--- config.mk ---
export PLATFORM = sky130hd
export DESIGN_NAME = tehb_dataless_fifo
export DESIGN_NICKNAME = d
export VERILOG_FILES = /design/src/rtl/tehb_dataless_fifo_pkg.sv /design/src/rtl/tehb_dataless_fifo.sv
export SDC_FILE = /design/constraint.sdc
export NUM_CORES = 1
export LEC_CHECK = 0
export ABC_AREA = 1
export CAP_MARGIN = 5
export CELL_PAD_IN_SITES_DETAIL_PLACEMENT = 0
export CELL_PAD_IN_SITES_GLOBAL_PLACEMENT = 1
export CORE_AREA = 2 2 39 41
export CTS_BUF_LIST = sky130_fd_sc_hd__clkbuf_4 sky130_fd_sc_hd__clkbuf_8
export DETAILED_ROUTE_END_ITERATION = 10
export DIE_AREA = 0 0 41 43
export PLACE_DENSITY = 0.47
export SLEW_MARGIN = 15
export SYNTH_ARGS = -nofsm -noshare
export SYNTH_HDL_FRONTEND = slang
export SYNTH_SLANG_ARGS = --single-unit
--- constraint.sdc ---
create_clock -name clk -period 1.5 [get_ports clk]
set_input_delay 0.3 -clock clk [delete_from_list [all_inputs] [get_ports clk]]
set_output_delay 0.3 -clock clk [all_outputs]
set_load 0.005 [all_outputs]
--- src/rtl/tehb_dataless_fifo_pkg.sv ---
// Shared handshake helpers for the dataless elastic buffers.
package tehb_dataless_fifo_pkg;

  // Bits needed to hold the values 0..n (clog2(n+1), at least 1).
  function automatic int unsigned cnt_width(input int unsigned n);
    int unsigned w;
    w = 1;
    while ((64'd1 << w) < (64'(n) + 64'd1)) begin
      w = w + 1;
    end
    return w;
  endfunction

endpackage

--- src/rtl/tehb_dataless_fifo.sv ---
// Dataless TEHB: cuts the ready path of a valid/ready channel while the
// forward (valid) path stays combinational. State is a token occupancy count.
module tehb_dataless_fifo
  import tehb_dataless_fifo_pkg::*;
#(
  parameter int unsigned NUM_SLOTS = 4,
  parameter int unsigned CNT_W     = cnt_width(NUM_SLOTS)
) (
  input  logic             clk,
  input  logic             rst,
  input  logic             ins_valid,
  output logic             ins_ready,
  output logic             outs_valid,
  input  logic             outs_ready,
  output logic [CNT_W-1:0] occupancy
);

  if (NUM_SLOTS < 1) begin : g_bad_slots
    $error("tehb_dataless_fifo: NUM_SLOTS must be at least 1");
  end
  if (CNT_W != cnt_width(NUM_SLOTS)) begin : g_bad_cnt_w
    $error("tehb_dataless_fifo: CNT_W is derived from NUM_SLOTS and must not be overridden");
  end

  localparam logic [CNT_W-1:0] FULL = CNT_W'(NUM_SLOTS);

  logic [CNT_W-1:0] count;
  logic [CNT_W-1:0] count_next;
  logic             enq;
  logic             deq;

  // Handshake outputs; ready depends only on the registered count (and reset).
  always_comb begin
    ins_ready  = !rst && (count < FULL);
    outs_valid = !rst && (ins_valid || (count != '0));
    enq        = ins_valid && ins_ready;
    deq        = outs_valid && outs_ready;
  end

  // Next occupancy: +1 on enqueue only, -1 on dequeue only, else hold (covers bypass).
  always_comb begin
    count_next = count;
    if (enq && !deq) begin
      count_next = count + CNT_W'(1);
    end else if (!enq && deq) begin
      count_next = count - CNT_W'(1);
    end
  end

  // Occupancy register; reset discards all stored tokens.
  always_ff @(posedge clk or posedge rst) begin
    if (rst) begin
      count <= '0;
    end else begin
      count <= count_next;
    end
  end

  assign occupancy = count;

  a_no_overflow : assert property (@(posedge clk) disable iff (rst) count <= FULL);
  a_no_underflow : assert property (@(posedge clk) disable iff (rst)
    !((count == '0) && deq && !enq));
  a_valid_held : assert property (@(posedge clk) disable iff (rst)
    ((count != '0) && !deq) |=> outs_valid);

endmodule

* Word level (Yosys, flattened, before mapping)
Index checks and enable logic that the tools add are counted.
** Storage, ports and cells
- Input port bits :: 4
- Output and inout port bits :: 5
- Register bits :: 3
** Operators by class
- Reduce and logical (&&, ||, !) cells :: 12
- Add/subtract/negate cells :: 2
- Order comparisons :: 1
- Mux-type cells :: 2
** Operators with widths (number)
- logical AND 1 bit :: 6
- two-way mux 3 bit :: 2
- adder 3 x 1 -> 3 bit (second input constant) :: 1
- zero test 1 bit :: 3
- less-than comparator 3 bit (second input constant) :: 1
- nonzero test 3 bit :: 1
- subtractor 3 x 1 -> 3 bit (second input constant) :: 1
- nonzero test 2 bit :: 1
- logical OR 1 bit :: 1

* Longest topological paths before layout
- Depth after elaboration :: 7
- Depth in mapped cells :: 11

* Least setup slack after synthesis
No wires, ideal clock.
- Path kind :: flip-flop to flip-flop
- Start :: reg count[0], in the netlist occupancy[0]
- End :: reg count[2], in the netlist occupancy[2]
- Required time :: 1.383 ns
- Data arrival time :: 1.531 ns
- Cell stages (with the launch flop) :: 11
- Setup slack :: -0.148 ns
- Setup time :: 0.117 ns
- Clock period less this slack :: 1.648 ns
- Cells stage by stage :: dfrtp_1 > nor2_1 > nand3_1 > nand3_1 > ha_1 > inv_2 > fa_1 > nand2_2 > nand3_1 > nand2_1 > nand2_1
** Between the ends
- Word-level cells in the longest chain between the ends :: 7
** Ends and longest elaborated chain
- from (decl) :: RTL line tehb_dataless_fifo.sv:27 : logic [CNT_W-1:0] count;
- from (signal assigned) :: RTL line tehb_dataless_fifo.sv:55 : count <= count_next;
- branches (longest 7 deep; another with less-than comparator 3 bit)
Several ways; the timed one is not identified. The select of a mux whose other input is x is not followed.
A chain may end at the register's enable or synchronous reset.

* Worst setup path after layout
Ends and elaborated chain as after synthesis.

==> impl_metrics.csv <==
group,metric,value,unit
outcome,status,"finished, violations left",
outcome,violations,"setup timing",
power,p_total,860,uW
finish,diodes,0,
detailed_routing,wl_per_cell,9.60,um
sta,fin_skew,5.36,ps
sta,finalWorstSetupSlack,-182,ps
sta,hold_viol,0,
placement,place_congestion,0.635,
yosys,yosys.area.top_type,"dfrtp_1",
finish,nFillCells,156,
detailed_routing,firstDrtPassIters,1,
power,p_sw,300,uW
detailed_routing,top_layer,"met3",
detailed_routing,wl_met2,391,um
clock_network,path_clk_slew,40,ps
yosys,synth_top_area_share,0.361,
placement,io_buffers,8,
finish,drive_above_1_share,0.529,
yosys,synth_area_leaders,"dfrtp_1, nand2_1, fa_1",
yosys,ys_ff_latch,3,
sta,finalCriticalPeriod,1680,ps
clock_network,clock-sinks,3,
clock_network,tritoncts,"built",
detailed_routing,vias_per_cell,3.67,
die,fp.dieH,43,um
die,die_area,1760,um2
critical_path,worstPathRequired,1620,ps
detailed_routing,drt-met1-wl,245,um
power,swShare,0.349,
die,start_util,0.150,
critical_path,worstPathMaxFanout,2,
power,p_seq_frac,0.184,
sta,finalCritPeriodShare,1.12,
hold_path,holdCritPathClass,"in -> async",
yosys,syn_nets,33,
critical_path,crit_type,"reg -> reg",
job,cap_violations,0,
grt,grt_pass1_wl,1.05,mm
detailed_routing,totalWireLength,643,um
finish,largest_reg_flops,3,
finish,final_common_cell,"buf_4",
die,core_area,1380,um2
power,power_density,1990,nW/um2
sta,slew_viol_final,0,
sta,fin_setup_tns,-326,ps
grt,grt_max_degree,4,
yosys,synth_warnings,0,
clock_network,cts_root_buf,"clkbuf_4",
placement,dp.final_hpwl,453,um
grt,antenna_found_initial,0,
power,ir_worst_vdd,0.793,mV
detailed_routing,route.detailed.drc,0,
detailed_routing,met3WireLength,6,um
finish,final_cell_mix,"buf_4, nand2_1, inv_2, clkbuf_4, dlygate4sd2_1",
finish,area_delta_synth_final,108,%
power,p_int,560,uW
critical_path,critPathArrivalTime,1800,ps
yosys,yosysUniqueCellTypes,13,
detailed_routing,drt_iter0_drc,0,
clock_network,clk_path_buf_depth,2,
clock_network,hold_buffers,0,
power,p_comb_frac,0.630,
clock_network,htreeDepth,1,
sta,fmax,595,MHz
grt,grt_pass1_vias,260,
sta,rsz0062_at_grt,"true",
yosys,syn_inst,27,
critical_path,critPathCaptureType,"flip-flop",
clock_network,worstSkewPairLatency,230,ps
sta,setup_viol,3,
clock_network,cts_inserted_buffers,3,
die,ios,9,
power,power_leakage,0.227,nW
yosys,syn_area_per_cell,7.69,um2
detailed_routing,routed-via-count,246,
yosys,synthesis.area,208,um2
grt,grt_usage,0.0947,
die,die_x,41,um
grt,overflow,0,
yosys,ys_seq_area_frac,0.361,
critical_path,start_kind,"flip-flop",
detailed_routing,antenna_left,0,
sta,slew_headroom,0.914,
die,rows,14,
power,p_clk_frac,0.186,
finish,fin_nets,58,
sta,worst_slew_pin_slew,128,ps
[stage by stage]
step	hold WS (ps)	area [um2]	cells	setup WS [ps]	utilization
final	211	433	67	-182	0.313
after global routing	207	433	67	-253	0.313
after CTS	203	428	65	-144	0.309
after detailed placement	585	373	59	-463	0.269
after global placement	581	373	59	-476	0.269
after floorplan	62.1	213	27	-89.5	-
[path summary, 6_finish.rpt]
kind | slack (ps) | cells after the start | startpoint | endpoint
min in group clk | 640 | 3 | occupancy[1] | occupancy[1]
worst max-delay path | -180 | 10 | occupancy[0] | occupancy[2]
worst max register to register | -180 | 10 | occupancy[0] | occupancy[2]
max in group asynchronous | 1190 | 3 | rst | occupancy[0]
worst min-delay path | 210 | 3 | rst | occupancy[2]
worst min register to register | 640 | 3 | occupancy[1] | occupancy[1]
[repair_timing]
action / 4_1_cts / 5_1_grt
endpoints found under the setup margin: 7 / 4
endpoints found under the hold margin: 0 / 0
cloned: 0 / 0
pin swaps: 3 / 2
resized for setup: 13 / 4
setup buffers: 2 / 2
[worst max-delay path, stage by stage, from the launching register on]
cell,delay [ps]
dfrtp_1,380
nor2_2,150
nand3_1,90
nand3_1,80
ha_2,190
inv_2,50
fa_2,370
nand2_2,90
nand3_1,70
nand2_1,50
nand2_1,50
[power groups by stage]
| stage | clock network (mW) | registers (mW) | logic (mW) |
|---|---|---|---|
| floorplan | 0 | 0.181 | 0.166 |
| global placement | 0 | 0.149 | 0.457 |
| detailed placement | 0 | 0.149 | 0.465 |
| CTS | 0.167 | 0.157 | 0.503 |
| global route | 0.177 | 0.161 | 0.600 |
| finish | 0.160 | 0.158 | 0.542 |
[final cells by class]
class                   instances  area (um2)  share of cell area
clock buffers                   4        30.0              0.0694
inverters                       6        22.5              0.0520
multi-input cells              18         123               0.283
flip-flops and latches          3        75.1               0.173
well taps                      16        20.0              0.0462
repair buffers                 20         163               0.376
[cell families after synthesis]
logic type,count (synthesis),synth area share
and+or+nand+nor,14,0.301
buffers and inverters,6,0.108
DFF,3,0.361
AOI/OAI and AO/OA,1,0.0301
xor gates and xnor gates,1,0.0422
adders and majority gates,2,0.157
[routing by layer]
| layer | GRT usage | up-vias |
|---|---|---|
| met2 | 0.141 | 1 |
| met3 | 0.0471 | 0 |
| li1 | - | 133 |
| met5 | 0 | - |
| met1 | 0.101 | 112 |
| met4 | 0.0600 | 0 |
[synthesized netlist by cell type, drive strengths merged]
master	instances
nand4	1
nor3	1
dfrtp	3
ha	1
xnor2	1
a31oi	1
fa	1
nand3	3
nand2	7
inv	6
nor2	2
No activity file was read; power rests on OpenSTA's default activity.
